### config.mk
export PLATFORM = sky130hd
export DESIGN_NAME = muldiv_unit
export DESIGN_NICKNAME = d
export VERILOG_FILES = /design/src/rtl/muldiv_pkg.sv /design/src/rtl/muldiv_div_step.sv /design/src/rtl/muldiv_unit.sv
export SDC_FILE = /design/constraint.sdc
export NUM_CORES = 1
export LEC_CHECK = 0
export CAP_MARGIN = 0
export CORE_MARGIN = 2
export CORE_UTILIZATION = 35
export DETAILED_ROUTE_END_ITERATION = 8
export PLACE_DENSITY_LB_ADDON = 0.1
export SLEW_MARGIN = 20
export SYNTH_ARGS = -nofsm -noshare
export SYNTH_HDL_FRONTEND = slang
export SYNTH_SLANG_ARGS = --single-unit
### constraint.sdc
create_clock -name clk -period 3.3 [get_ports clk]
set_input_delay 0.66 -clock clk [delete_from_list [all_inputs] [get_ports clk]]
set_output_delay 0.66 -clock clk [all_outputs]
set_load 0.02 [all_outputs]
### src/rtl/muldiv_pkg.sv
// Shared types and op-decode helpers for the iterative RV32M multiply/divide unit.
package muldiv_pkg;

  typedef enum logic [2:0] {
    OP_MUL    = 3'd0,
    OP_MULH   = 3'd1,
    OP_MULHSU = 3'd2,
    OP_MULHU  = 3'd3,
    OP_DIV    = 3'd4,
    OP_DIVU   = 3'd5,
    OP_REM    = 3'd6,
    OP_REMU   = 3'd7
  } muldiv_op_e;

  typedef enum logic [1:0] {
    ST_IDLE = 2'd0,
    ST_CALC = 2'd1,
    ST_FIX  = 2'd2,
    ST_DONE = 2'd3
  } muldiv_state_e;

  function automatic logic is_div(input muldiv_op_e op);
    return op inside {OP_DIV, OP_DIVU, OP_REM, OP_REMU};
  endfunction

  function automatic logic is_signed_a(input muldiv_op_e op);
    return op inside {OP_MULH, OP_MULHSU, OP_DIV, OP_REM};
  endfunction

  function automatic logic is_signed_b(input muldiv_op_e op);
    return op inside {OP_MULH, OP_DIV, OP_REM};
  endfunction

  // High half of the accumulator holds the MULH* product bits and the remainder.
  function automatic logic sel_high(input muldiv_op_e op);
    return op inside {OP_MULH, OP_MULHSU, OP_MULHU, OP_REM, OP_REMU};
  endfunction

endpackage

### src/rtl/muldiv_div_step.sv
// One restoring-division step: shift the next dividend bit into the partial
// remainder, subtract the divisor if it fits, and shift the quotient bit in.
module muldiv_div_step #(
  parameter int XLEN = 32
) (
  input  logic [XLEN-1:0] rem_in,
  input  logic [XLEN-1:0] quo_in,
  input  logic [XLEN-1:0] divisor,
  output logic [XLEN-1:0] rem_out,
  output logic [XLEN-1:0] quo_out
);

  logic [XLEN:0] shifted;
  logic [XLEN:0] diff;

  assign shifted = {rem_in, quo_in[XLEN-1]};
  // The partial remainder stays below the divisor, so bit XLEN of diff is a clean borrow.
  assign diff    = shifted - {1'b0, divisor};
  assign rem_out = diff[XLEN] ? shifted[XLEN-1:0] : diff[XLEN-1:0];
  assign quo_out = {quo_in[XLEN-2:0], ~diff[XLEN]};

endmodule

### src/rtl/muldiv_unit.sv
// Iterative multiply/divide unit: magnitude shift-add / restoring divide over XLEN
// cycles, then a sign-fix stage and a held result with valid/ready handshake.
module muldiv_unit
  import muldiv_pkg::*;
#(
  parameter int XLEN      = 32,
  parameter bit EARLY_OUT = 1'b1
) (
  input  logic            clk,
  input  logic            rst,
  input  logic            in_valid,
  output logic            in_ready,
  input  logic [2:0]      op,
  input  logic [XLEN-1:0] a,
  input  logic [XLEN-1:0] b,
  input  logic            kill,
  output logic            out_valid,
  input  logic            out_ready,
  output logic [XLEN-1:0] result,
  output logic            busy
);

  localparam int CW = $clog2(XLEN);
  localparam logic [XLEN-1:0] MIN_VAL = {1'b1, {(XLEN-1){1'b0}}};

  muldiv_state_e   state_reg;
  muldiv_op_e      op_reg;
  logic [2*XLEN-1:0] acc_reg;
  logic [XLEN-1:0] opnd_reg;
  logic [XLEN-1:0] special_reg;
  logic [XLEN-1:0] result_reg;
  logic [CW-1:0]   cnt_reg;
  logic            neg_lo_reg;
  logic            neg_hi_reg;
  logic            special_flag_reg;
  logic            fix_phase_reg;

  muldiv_op_e      op_in;
  logic            a_neg, b_neg;
  logic [XLEN-1:0] a_abs, b_abs;
  logic            div_zero, div_ovf, special;
  logic [XLEN-1:0] special_val;
  logic            accept;
  logic [XLEN:0]   mul_sum;
  logic [2*XLEN-1:0] mul_next;
  logic [XLEN-1:0] div_rem, div_quo;

  assign op_in    = muldiv_op_e'(op);
  assign a_neg    = is_signed_a(op_in) && a[XLEN-1];
  assign b_neg    = is_signed_b(op_in) && b[XLEN-1];
  assign a_abs    = a_neg ? -a : a;
  assign b_abs    = b_neg ? -b : b;
  assign div_zero = is_div(op_in) && (b == '0);
  assign div_ovf  = (op_in inside {OP_DIV, OP_REM}) && (a == MIN_VAL) && (b == '1);
  assign special  = div_zero || div_ovf;

  always_comb begin
    special_val = '0;
    if (div_zero)
      special_val = (op_in inside {OP_DIV, OP_DIVU}) ? '1 : a;
    else if (div_ovf)
      special_val = (op_in == OP_DIV) ? a : '0;
  end

  assign in_ready  = (state_reg == ST_IDLE) && !rst;
  assign accept    = in_ready && in_valid && !kill;
  assign out_valid = (state_reg == ST_DONE);
  assign busy      = (state_reg != ST_IDLE);
  assign result    = result_reg;

  // Multiplier bits sit in the low half and shift out as the product shifts in.
  assign mul_sum  = {1'b0, acc_reg[2*XLEN-1:XLEN]}
                  + (acc_reg[0] ? {1'b0, opnd_reg} : {(XLEN+1){1'b0}});
  assign mul_next = {mul_sum, acc_reg[XLEN-1:1]};

  muldiv_div_step #(.XLEN(XLEN)) u_div_step (
    .rem_in  (acc_reg[2*XLEN-1:XLEN]),
    .quo_in  (acc_reg[XLEN-1:0]),
    .divisor (opnd_reg),
    .rem_out (div_rem),
    .quo_out (div_quo)
  );

  always_ff @(posedge clk) begin
    if (rst) begin
      state_reg        <= ST_IDLE;
      op_reg           <= OP_MUL;
      acc_reg          <= '0;
      opnd_reg         <= '0;
      special_reg      <= '0;
      result_reg       <= '0;
      cnt_reg          <= '0;
      neg_lo_reg       <= 1'b0;
      neg_hi_reg       <= 1'b0;
      special_flag_reg <= 1'b0;
      fix_phase_reg    <= 1'b0;
    end else if (kill && state_reg != ST_IDLE) begin
      state_reg <= ST_IDLE;
    end else begin
      case (state_reg)
        ST_IDLE: begin
          if (accept) begin
            op_reg           <= op_in;
            opnd_reg         <= is_div(op_in) ? b_abs : a_abs;
            acc_reg          <= {{XLEN{1'b0}}, (is_div(op_in) ? a_abs : b_abs)};
            neg_lo_reg       <= a_neg ^ b_neg;
            neg_hi_reg       <= is_div(op_in) ? a_neg : (a_neg ^ b_neg);
            special_flag_reg <= special;
            special_reg      <= special_val;
            cnt_reg          <= CW'(XLEN-1);
            // Early-out enters the second FIX phase directly so the result lands one edge later.
            if (special && EARLY_OUT) begin
              state_reg     <= ST_FIX;
              fix_phase_reg <= 1'b1;
            end else begin
              state_reg     <= ST_CALC;
              fix_phase_reg <= 1'b0;
            end
          end
        end
        ST_CALC: begin
          acc_reg <= is_div(op_reg) ? {div_rem, div_quo} : mul_next;
          if (cnt_reg == '0)
            state_reg <= ST_FIX;
          else
            cnt_reg <= cnt_reg - 1'b1;
        end
        ST_FIX: begin
          // Negate and field-select in separate cycles to keep the wide adder off the mux path.
          if (!fix_phase_reg) begin
            if (is_div(op_reg)) begin
              if (neg_hi_reg) acc_reg[2*XLEN-1:XLEN] <= -acc_reg[2*XLEN-1:XLEN];
              if (neg_lo_reg) acc_reg[XLEN-1:0]      <= -acc_reg[XLEN-1:0];
            end else if (neg_lo_reg) begin
              acc_reg <= -acc_reg;
            end
            fix_phase_reg <= 1'b1;
          end else begin
            if (special_flag_reg)
              result_reg <= special_reg;
            else if (sel_high(op_reg))
              result_reg <= acc_reg[2*XLEN-1:XLEN];
            else
              result_reg <= acc_reg[XLEN-1:0];
            state_reg <= ST_DONE;
          end
        end
        ST_DONE: begin
          if (out_ready) state_reg <= ST_IDLE;
        end
        default: state_reg <= ST_IDLE;
      endcase
    end
  end

endmodule

# --- After elaboration in Yosys (flattened, before gate mapping) ---
# Index checks and enable logic that the tools add are counted.
totals:
  word_cells: 117
  reg_bits: 174
  inputBits: 72
op_classes:
  eq_ne: 27
  n_bitwise: 3
  n_addsub: 8
  muxes: 33
  reduce_logical: 34
ops:
  columns: ["operator", "count"]
  rows:
  - ["two-way mux 32 bit", 14]
  - ["two-way mux 64 bit", 5]
  - ["case mux 64 bit (3 select lines)", 1]
  - ["negator 32 bit", 4]
  - ["equality test 32 bit, second input constant", 2]
  - ["negator 64 bit", 1]
  - ["adder 32 x 32 -> 33 bit", 1]
  - ["subtractor 33 x 32 -> 33 bit", 1]
  - ["logical NOT 32 bit", 1]
  - ["equality test 3 bit, second input constant", 8]
  - ["!= test 2 bit, second input constant", 6]
  - ["nonzero test 4 bit", 3]
  - ["two-way mux 2 bit", 5]
  - ["two-way mux 5 bit", 2]
  - ["case mux 5 bit (2 select lines)", 1]
  - ["nonzero test 2 bit", 5]
  - ["equality test 3 x 2 -> 1 bit, second input constant", 3]
  - ["logical AND 1 bit", 9]
  - ["AND reduction 3 bit", 3]
  - ["case mux 2 bit (4 select lines)", 1]
  - ["AND reduction 4 bit", 2]
  - ["equality test 3 x 1 -> 1 bit, second input constant", 2]
  - ["!= test 3 bit, second input constant", 2]
  - ["AND reduction 6 bit", 1]
  - ["other kinds (16)", 22]

# --- Logic depth before layout (Yosys ltp) ---
logic_depth:
  depth_word: 8
  ltp_mapped: 16
  depth_no_buf: 13

# --- By module ---
# Synthesis repeated with hierarchy kept, for this count alone.
hier_totals:
  hier_cells: 2225
  area_unflattened_um2: 16266.9
modules_own_cells:
  columns: ["mod", "seq_area_each_um2", "n_inst", "area_per_inst_um2", "cells_per_inst"]
  rows:
  - ["muldiv_unit", 3483.3, 1, 13675.6, 1889]
  - ["muldiv_div_step", 0.0, 1, 2591.2, 336]

# --- Least setup slack after synthesis ---
# Ideal clock, no wire load.
synth_path:
  path_type: "register to register"
  startpoint: "register acc_reg[31]"
  endpoint: "register acc_reg[54]"
  stages_incl_launch_ff: 16
  synth_period_minus_slack_ns: 3.348
  slack_ns: -0.048
  arrival_ns: 3.215
  path_buffers: 3
  cell_sequence: "dfxtp_1 inv_1 ha_1 fa_1 nand2b_1 a21oi_1 o211ai_1 a311o_1 a21oi_1 or2_0 clkbuf_1 buf_2 buf_4 nor2_1 a211oi_1 o22ai_1"
synth_between:
  elab_chain_cells: 5
  word_cells_on_any_way: 8
  cone_classes: "add/sub (2); mux (6)"
synth_rtl:
  columns: ["item", "line", "rtl"]
  rows:
  - ["start, declared", "muldiv_unit.sv:28", "logic [2*XLEN-1:0] acc_reg;"]
  - ["start signal, assigned", "muldiv_unit.sv:105", "acc_reg <= {{XLEN{1'b0}}, (is_div(op_in) ? a_abs : b_abs)};"]
  - ["start signal, assigned", "muldiv_unit.sv:122", "acc_reg <= is_div(op_reg) ? {div_rem, div_quo} : mul_next;"]
  - ["start signal, assigned by index", "muldiv_unit.sv:132", "if (neg_hi_reg) acc_reg[2*XLEN-1:XLEN] <= -acc_reg[2*XLEN-1:XLEN];"]
  - ["negator 64 bit", "muldiv_unit.sv:135", "acc_reg <= -acc_reg;"]
  - ["two-way mux 64 bit", "muldiv_unit.sv:134", "end else if (neg_lo_reg) begin"]
  - ["two-way mux 64 bit", "muldiv_unit.sv:131", "if (is_div(op_reg)) begin"]
  - ["two-way mux 64 bit", "muldiv_unit.sv:130", "if (!fix_phase_reg) begin"]
  - ["case mux 64 bit (3 select lines) *", "muldiv_unit.sv:100", "case (state_reg)"]
# Mark *: on every way between the ends. The rest lies on a longest branch, timed or not. The select of a mux whose other input is x is not followed.
# A chain may end at the register's enable or synchronous reset.

# --- Final worst setup path ---
layout_path:
  startpoint: "register opnd_reg[13]"
  endpoint: "register acc_reg[35]"
layout_between:
  elab_chain_cells: 4
layout_rtl:
  columns: ["item", "line", "rtl"]
  rows:
  - ["start, declared", "muldiv_unit.sv:29", "logic [XLEN-1:0] opnd_reg;"]
  - ["start signal, assigned", "muldiv_unit.sv:104", "opnd_reg <= is_div(op_in) ? b_abs : a_abs;"]
  - ["subtractor 33 x 32 -> 33 bit", "muldiv_div_step.sv:18", "assign diff = shifted - {1'b0, divisor};"]
  - ["two-way mux 32 bit", "muldiv_div_step.sv:19", "assign rem_out = diff[XLEN] ? shifted[XLEN-1:0] : diff[XLEN-1:0];"]
  - ["two-way mux 64 bit", "muldiv_unit.sv:122", null]
  - ["case mux 64 bit (3 select lines)", "muldiv_unit.sv:100", null]
# Every way passes these cells.

==> key figures <==
Timing
  • Endpoints failing setup: 0
  • Post-layout minimum cycle time: ~3200 ps
  • Final setup TNS: 0 ps
  • Final Hold Vio Count: 0
  • RSZ-0062 raised after global routing: true
  • Max Slew Vio Count: 0
  • Relative slew slack: between 30% and 40%
  • Setup skew after layout: 16.71 ps
  • Period utilization: a little over nine tenths
  • Hold Slack: about 440 ps
  • Worst-Margin Slew: 944.8 ps
  • F_max: about 0.31 GHz
  • Final worst slack: between 50 and 60 ps

Clock tree
  • CTS tree: yes
  • H-tree depth: 4
  • Cts hold-fix bufs: 0
  • Clock sink total: about 170
  • Insertion delay to the later sink of the worst-skew pair: between 400 and 500 ps
  • CTS clk-pin slew, worst paths: 80 ps
  • Root Buffer: clkbuf_16
  • Num CTS Buffers: 17
  • Clock tree buffer depth: 2

Detailed routing
  • Final ANT Viol Nets: 0
  • Via/cell ratio: roughly 5.7
  • First-pass iteration count of the detailed router: 5
  • First DRT Iteration DRCs: between 1500 and 2000
  • Routed wire per std cell: roughly 22 µm
  • Routed WL: 69310 µm
  • Via Count: around 18000
  • DRC Markers: 0

Final layout
  • Largest register FFs: 64
  • Most frequent cells in the layout: buf_4 (357), nor2_1 (299), a21oi_1 (241), nand2_1 (205), dfxtp_1 (167)
  • Layout area overhead: 32.01%
  • Share of post-route cells with drive strength above 1: 19.81%
  • Area of the multi-input gates: about 12000 µm²
  • Final non-filler cell total: approximately 3200
  • Reg area: roughly 3500 µm²
  • Commonest non-fill, non-tap cell in the layout: buf_4
  • Antenna diodes: 0
  • Filler cell count: ~4500
  • Nets: 2727

Floorplan
  • Die span in y: 216.7 µm
  • Die Area: ~47000 µm²
  • Core area: between 40000 and 50000 µm²
  • Die width: around 220 µm
  • Row count: 77
  • Initial Util: between 30 and 40%
  • IO Pins: between 100 and 150

Placement
  • DP HPWL: about 54000 µm
  • IO Port Bufs: approximately 110
  • GPL Wtd Cong: 0.9368
  • Setup WS pre-CTS: -451.9 ps
  • Placed cells: 3145

Pwr
  • Static Leak: about 8.8 nW
  • Maximum VDD drop: ~0.00030 V
  • Flop pwr share: a little under a quarter
  • Clk network pwr share: 21.2%
  • Gate power share: a little under three fifths
  • Power density cells: between 400 and 500 nW/µm²
  • Net Switching: between 0.004 and 0.005 W
  • Int Pwr: slightly below 0.006 W
  • Switching fraction of total power: 44.66%

Global route
  • First-pass GRT wire length: roughly 110000 µm
  • Total gr overflow: 0
  • Largest net degree at the start of global routing: 94
  • Number of global-route vias before repair: approximately 18000
  • Tot GR Track Use: around 29%
  • Initial antenna violation count: 0

Worst setup path
  • Crit-path max FO: 6
  • Critical path arrival: around 3700 ps
  • Kind of critical path: register to register
  • CP startpoint: opnd_reg[13]$_SDFFE_PP0P_
  • Crit. End Element: register
  • Required time of the critical path: 3710 ps
  • Critical R2R Launch: opnd_reg[13]$_SDFFE_PP0P_
  • Startpoint Class: register

Synthesis
  • Seq cells post-synth: ~170
  • Async set or reset register ratio after synthesis: 0%
  • EDFF count, synth: 0
  • Yosys top cell area share: between 20% and 30%
  • Post-synth top area cell: dfxtp_1
  • Syn_nets: 2391
  • Most used flip-flop cell after synthesis: dfxtp_1
  • Sequential share of the synthesized area: between 20% and 30%
  • Post-Syn Instances: approximately 2200
  • Largest cells by area after synthesis: dfxtp_1 (22%), a21oi_1 (8.0%), nor2_1 (7.1%)
  • Synth cell types: between 80 and 90
  • Syn Std Cell Area: approximately 16000 µm²
  • Avg Cell Area, Syn: between 7 and 8 µm²
  • Ys Warns: 0

Hold path
  • Hold crit path type: register to register
  • Hold path start: special_reg[30]$_SDFFE_PP0P_

Outcome
  • Status: completed

Run
  • # Max-Cap Violations: 0
## cells in the mapped netlist (10+ instances only)
| master | n |
|---|---|
| mux2i_1 | 101 |
| nand3b_1 | 17 |
| mux2_2 | 11 |
| or3_1 | 27 |
| o21ai_0 | 150 |
| o31ai_1 | 30 |
| or4_1 | 16 |
| nand3_1 | 26 |
| xnor2_1 | 71 |
| nand2b_1 | 30 |
| nor2b_1 | 13 |
| and2_1 | 14 |
| buf_1 | 17 |
| nor4_1 | 28 |
| nor3_1 | 68 |
| dfxtp_1 | 174 |
| and3_1 | 10 |
| a21o_1 | 28 |
| o211ai_1 | 32 |
| o21a_1 | 10 |
| a31oi_1 | 18 |
| xor2_1 | 66 |
| ha_1 | 76 |
| a21oi_1 | 252 |
| o221ai_1 | 20 |
| nor2_1 | 300 |
| inv_1 | 74 |
| clkbuf_1 | 131 |
| nand4_1 | 21 |
| nand2_1 | 206 |
| o22ai_1 | 18 |
| a211oi_1 | 36 |
| a22oi_1 | 10 |
## critical path: stages, from the launching register on
cell	delay, ps
dfxtp_1	300
inv_1	180
ha_1	300
a211oi_2	280
o221ai_1	170
buf_4	180
a31oi_1	160
o21a_1	290
a21oi_2	110
or2_4	280
buf_4	160
o31a_1	290
a2111oi_1	320
or2_1	160
## stage by stage
| step | utilization [%] | cell area (µm²) | power (W) |
|---|---|---|---|
| 6_report | 47.07 | 20900 | 0.01045 |
| 5_1_grt | 47.07 | 20900 | 0.01104 |
| 4_1_cts | 46.42 | 20620 | 0.01033 |
| 3_5_place_dp | 44.81 | 19900 | 0.008055 |
| 3_3_place_gp | 44.81 | 19900 | 0.008032 |
| 2_1_floorplan | - | 15840 | 0.005770 |
## layer usage
layer  global-route usage, %  wire (µm)
met1                   40.45      32010
met2                   46.81      31800
met3                   2.919       3547
met4                   9.566       1964
met5                       0          0
## power by group through the flow
stage / Combinational [W] / Clock [W] / Sequential (W)
5_1_grt: 0.00622 / 0.00233 / 0.00249
2_1_floorplan: 0.00335 / 0 / 0.00242
6_report: 0.00577 / 0.00222 / 0.00246
3_3_place_gp: 0.00553 / 0 / 0.00250
4_1_cts: 0.00562 / 0.00226 / 0.00245
3_5_place_dp: 0.00555 / 0 / 0.00250
## cells by family (layout without fill, tap and decap cells)
family                     Yosys count  count (layout)  share of synthesized area, %
and+or+nand+nor                    816             816                         24.36
xor gates and xnor gates           137             137                         7.577
DFF                                174             174                         22.00
muxes                              112             112                         7.167
AOI/OAI and AO/OA                  690             690                         26.94
adders and majority gates           78              78                         6.258
buffers and inverters              234             583                         5.705
## what timing repair did
item / 4_1_cts / 5_1_grt
setup buffers: 1 / 7
endpoints found under the setup margin: 24 / 30
pin swaps: 12 / 24
gates resized for setup: 32 / 57
## final timing paths
kind | end | slack, ps | cells past startpoint
worst max-delay path | acc_reg[35]$_SDFFE_PP0P_ | 60 | 13
worst min-delay path | special_reg[30]$_SDFFE_PP0P_ | 440 | 2
worst max register to register | acc_reg[35]$_SDFFE_PP0P_ | 60 | 13
worst min register to register | special_reg[30]$_SDFFE_PP0P_ | 440 | 2
## final cells by class
cell class	instances	area share, %
clock buffers	17	2.035
well taps	592	3.543
repair buffers	476	19.00
multi-input cells	1833	56.53
inverters	75	1.347
flip-flops and latches	174	16.71
clock inverters	15	0.8380
No activity file was read; power rests on OpenSTA's default activity.
==> patch 1: new RTL, same flow settings <==
`XLEN` is set to 32 in 2 places; all go to 16.
--- a/src/rtl/muldiv_div_step.sv
+++ b/src/rtl/muldiv_div_step.sv
@@ -2,5 +2,5 @@
 // remainder, subtract the divisor if it fits, and shift the quotient bit in.
 module muldiv_div_step #(
-  parameter int XLEN = 32
+  parameter int XLEN = 16
 ) (
   input  logic [XLEN-1:0] rem_in,
--- a/src/rtl/muldiv_unit.sv
+++ b/src/rtl/muldiv_unit.sv
@@ -4,5 +4,5 @@
   import muldiv_pkg::*;
 #(
-  parameter int XLEN      = 32,
+  parameter int XLEN      = 16,
   parameter bit EARLY_OUT = 1'b1
 ) (
Ports: changed (resized a, b and result); port bits go from 107 to 59. No check against the original RTL was run, so the function may have changed too.
==> patch 1 against the unedited design <==
Worst setup slack better by 150 ps; final cell count decreased by 52%; cell area down 52%; area after synthesis fell by 48%; total power down 51%; synthesized cell count decreased by 50%; routed wire length shrank 57%; sequential cell count fell by 81; utilization decreased by 4.5 points; first-iteration DRC count shrank 64%.
==> patch 1: results (changes against the unedited design) <==
| Metric | Value |
|---|---|
| Postcts setup bufs | `0 (was 1)` |
| Crit path DAT | `3340 ps (was 3650 ps)` |
| Fillers | `2459 (was 4523)` |
| Post-synthesis sequential area ratio | `22.5% (was 22.0%)` |
| Length of routed wiring on met1 | `14.0 mm (was 32.0 mm)` |
| Pin count of the biggest net entering global routing | `56 (was 94)` |
| # clock sinks | `93 (was 174)` |
| Vias | `8570 (was 18.2k)` |
| Met2 usage | `37.6% (was 46.8%)` |
| Seq/total area | `18.7% (was 16.7%)` |
| CP max stage cell | `fa_1 (was a2111oi_1)` |
| Critical path's top delay family | `simple AND/OR/NAND/NOR gates (was compound AO/OA/AOI/OAI gates)` |
| Post-placement cell area | `9610 µm² (was 19900 µm²)` |
| Invs w/o clock | `45 (was 75)` |
| Global Route met3 Usage | `3.53% (was 2.92%)` |
| Multi-input combinational area share | `60.3% (was 56.5%)` |
| Non-clock buffer share | `12.1% (was 19.0%)` |
| Layout clock area frac | `3.11% (was 2.87%)` |
| Skew final | `8.86 ps (was 16.7 ps)` |
| Max rail drop VDD | `0.249 mV (was 0.297 mV)` |
| Vias per cell | `5.59 (was 5.72)` |
| Met3 Routed Length | `1.72 mm (was 3.55 mm)` |
| Total CTS buffers | `9 (was 17)` |
| Netlist Area Pre-Place | `8290 µm² (was 15800 µm²)` |
| Largest register FFs | `32 (was 64)` |
| P_clk | `0.00111 W (was 0.00222 W)` |
| Status | `complete, no violations (unchanged)` |
| Drt first-iter violations | `596 (was 1666)` |
| Synth unique cells | `87 (was 83)` |
| Synth top area cells | `dfxtp_1, nor2_1, a21oi_1 (was dfxtp_1, a21oi_1, nor2_1)` |
| Pwr Density | `516 nW/µm² (was 500 nW/µm²)` |
patch 1: final timing paths:
kind | end | depth (start not counted) | startpoint | slack [ps]
max | acc_reg[31]$_SDFFE_PP0P_ | 11 | acc_reg[15]$_SDFFE_PP0P_ | 210
min | opnd_reg[6]$_SDFFE_PP0P_ | 2 | opnd_reg[6]$_SDFFE_PP0P_ | 460
max reg2reg | acc_reg[31]$_SDFFE_PP0P_ | 11 | acc_reg[15]$_SDFFE_PP0P_ | 210
min reg2reg | opnd_reg[6]$_SDFFE_PP0P_ | 2 | opnd_reg[6]$_SDFFE_PP0P_ | 460
patch 1: cells by family after synthesis:
| kind of cell | share of synthesized area, % |
|---|---|
| AO/OA/AOI/OAI | 27.2 |
| adder cells (fa/ha/maj) | 6.82 |
| buffers and inverters | 5.57 |
| multiplexers | 7.00 |
| flip-flops | 22.5 |
| AND/OR/NAND/NOR | 24.6 |
| XOR/XNOR | 6.34 |
==> patch 2: new RTL, same flow settings <==
Made on the original files. Encoding of `muldiv_state_e`: now one-hot (4 bits for 4 states).
--- a/src/rtl/muldiv_pkg.sv
+++ b/src/rtl/muldiv_pkg.sv
@@ -13,9 +13,9 @@
   } muldiv_op_e;
 
-  typedef enum logic [1:0] {
-    ST_IDLE = 2'd0,
-    ST_CALC = 2'd1,
-    ST_FIX  = 2'd2,
-    ST_DONE = 2'd3
+  typedef enum logic [3:0] {
+    ST_IDLE = 4'b0001,
+    ST_CALC = 4'b0010,
+    ST_FIX  = 4'b0100,
+    ST_DONE = 4'b1000
   } muldiv_state_e;
 
Behaviour: no difference found for any inputs over 4 cycles, from zero or initial values and one cycle with rst high; so few cycles prove little.
==> patch 2 against the unedited design <==
The flow now finishes with violations (negative setup slack); routed wire length is 3.5% lower; global-route usage up 0.23 points; cell area down 2.0%; worst setup slack worse by 58 ps; sequential cell count is 2 higher; area after synthesis fell by 4.0%; clock power down 6%; total power fell by 28%; critical path type unchanged; largest cell class unchanged.
==> patch 2: results (changes against the unedited design) <==
| Metric | Value |
|---|---|
| R2r endpoint | `acc_reg[56]$_SDFFE_PP0P_ (was acc_reg[35]$_SDFFE_PP0P_)` |
| Crit-path max FO | `7 (was 6)` |
| Synth top area cells | `dfxtp_1, a21oi_1, nor2_1 (unchanged)` |
| GP Congestion | `0.965 (was 0.937)` |
| Post-synthesis sequential area ratio | `23.2% (was 22.0%)` |
| Hold Path End | `opnd_reg[13]$_SDFFE_PP0P_ (was special_reg[30]$_SDFFE_PP0P_)` |
| Initial antenna violation count | `1 (was 0)` |
| Final wirelength | `66.9 mm (was 69.3 mm)` |
| Drt first-iter violations | `1680 (was 1666)` |
| Post-synth top flop | `dfxtp_1 (unchanged)` |
| Endpoints failing setup | `1 (was 0)` |
| Ant diodes | `0 (unchanged)` |
| WL/cell | `21.6 µm (was 21.8 µm)` |
| Synth Net Count | `2305 (was 2391)` |
| Status | `complete, but fails checks (was complete, no violations)` |
| Vias in the first global route | `16.4k (was 17.5k)` |
| Nets@finish | `2641 (was 2727)` |
| Min-delay src | `opnd_reg[13]$_SDFFE_PP0P_ (was special_reg[30]$_SDFFE_PP0P_)` |
| R2R cell count | `16 (was 13)` |
| Failing checks | `negative setup slack` |
| Final worst setup slack | `-0.919 ps (was 57.6 ps)` |
| Worst-Margin Slew | `1050 ps (was 945 ps)` |
| Pin count of the biggest net entering global routing | `100 (was 94)` |
| DR pass1 iterations | `7 (was 5)` |
| Worst-skew pair later-pin latency | `490 ps (was 470 ps)` |
| DP HPWL | `51.6 mm (was 54.2 mm)` |
| Layout cells sized above 1 | `20.4% (was 19.8%)` |
| GR Util All Layers | `29.3% (was 29.0%)` |
| Crit path from | `acc_reg[0]$_SDFFE_PP0P_ (was opnd_reg[13]$_SDFFE_PP0P_)` |
| Pre-CTS setup slack | `-552 ps (was -452 ps)` |
| CP max stage cell | `or3_4 (was a2111oi_1)` |
| First-pass GRT wire length | `99.1 mm (was 105 mm)` |
| Met1 usage | `40.1% (was 40.5%)` |
| Top cells by count, synth | `nor2_1, a21oi_1, dfxtp_1, nand2_1, clkbuf_1 (was nor2_1, a21oi_1, nand2_1, dfxtp_1, o21ai_0)` |
| Worst hold slack | `458 ps (was 439 ps)` |
| CP max stage delay | `370 ps (was 320 ps)` |
| Skew final | `18.1 ps (was 16.7 ps)` |
| Vias per cell | `5.69 (was 5.72)` |
| Length of routed wiring on met1 | `30.0 mm (was 32.0 mm)` |
| Dpl cells | `3034 (was 3145)` |
| Post-Syn Area per Cell | `7.04 µm² (was 7.07 µm²)` |
| Detail Route met2 WL | `30.3 mm (was 31.8 mm)` |
| PortBufs | `106 (unchanged)` |
| Lkg Pwr | `8.40 nW (was 8.80 nW)` |
| Met3 Routed Length | `4.08 mm (was 3.55 mm)` |
| Synth unique cells | `71 (was 83)` |
| Met2 usage | `46.0% (was 46.8%)` |
| Global Route met3 Usage | `3.88% (was 2.92%)` |
## patch 2: cell types whose count changed after synthesis, sizes merged, moves of 14 or more
cell and delta:
nand2 -63, nor2 +62, a21oi +50, o21ai -39, nand2b -19, o22ai +15, buf -14
## patch 2: critical path: cells and delay by family, from the launching register on
family | cells | cell delay, ps
AOI/OAI and AO/OA | 6 | 1080
and+or+nand+nor | 4 | 840
buffers and inverters | 4 | 490
DFF | 1 | 330
adders and majority gates | 1 | 330
xor gates and xnor gates | 1 | 160
## patch 2: repair_timing
| item | in CTS | in global routing |
|---|---|---|
| resized for setup | 26 | 101 |
| gates cloned | 0 | 1 |
| pin swaps | 15 | 48 |
| endpoints found under the setup margin | 16 | 77 |
| setup buffers | 11 | 17 |
## patch 2: area by class of cell
cell class | instances | area, µm²
Tap cell | 585 | 732
Sequential cell | 176 | 3540
Inverter | 72 | 270
Clock inverter | 11 | 93.8
Clock buffer | 21 | 472
Multi-Input combinational cell | 1762 | 11400
Fill cell | 4440 | 22500
Timing Repair Buffer | 467 | 3960
## patch 2: kinds of logic after synthesis
logic type      Yosys count  share of synthesized area [%]
fa+ha+maj                73                           6.11
compound gates          704                           28.5
buf+inv                 222                           5.64
flops                   176                           23.2
mux                      96                           6.36
simple gates            754                           22.5
xor+xnor                135                           7.78
## patch 2: where the power goes
part / switching (W) / internal [W] / leakage, nW
Clock: 0.00104 / 0.00105 / 0.270
Combinational: 0.00169 / 0.00136 / 6.69
Sequential: 0.000124 / 0.00225 / 1.44
## patch 2: metrics by stage
step,cell area (µm²),utilization [%],TNS [ps]
final,20500,47.7,-0.919
after global routing,20500,47.7,-153
after CTS,19900,46.2,-154
after detailed placement,19100,44.5,-26810
after global placement,19100,44.5,-22140
after floorplan,15200,-,0
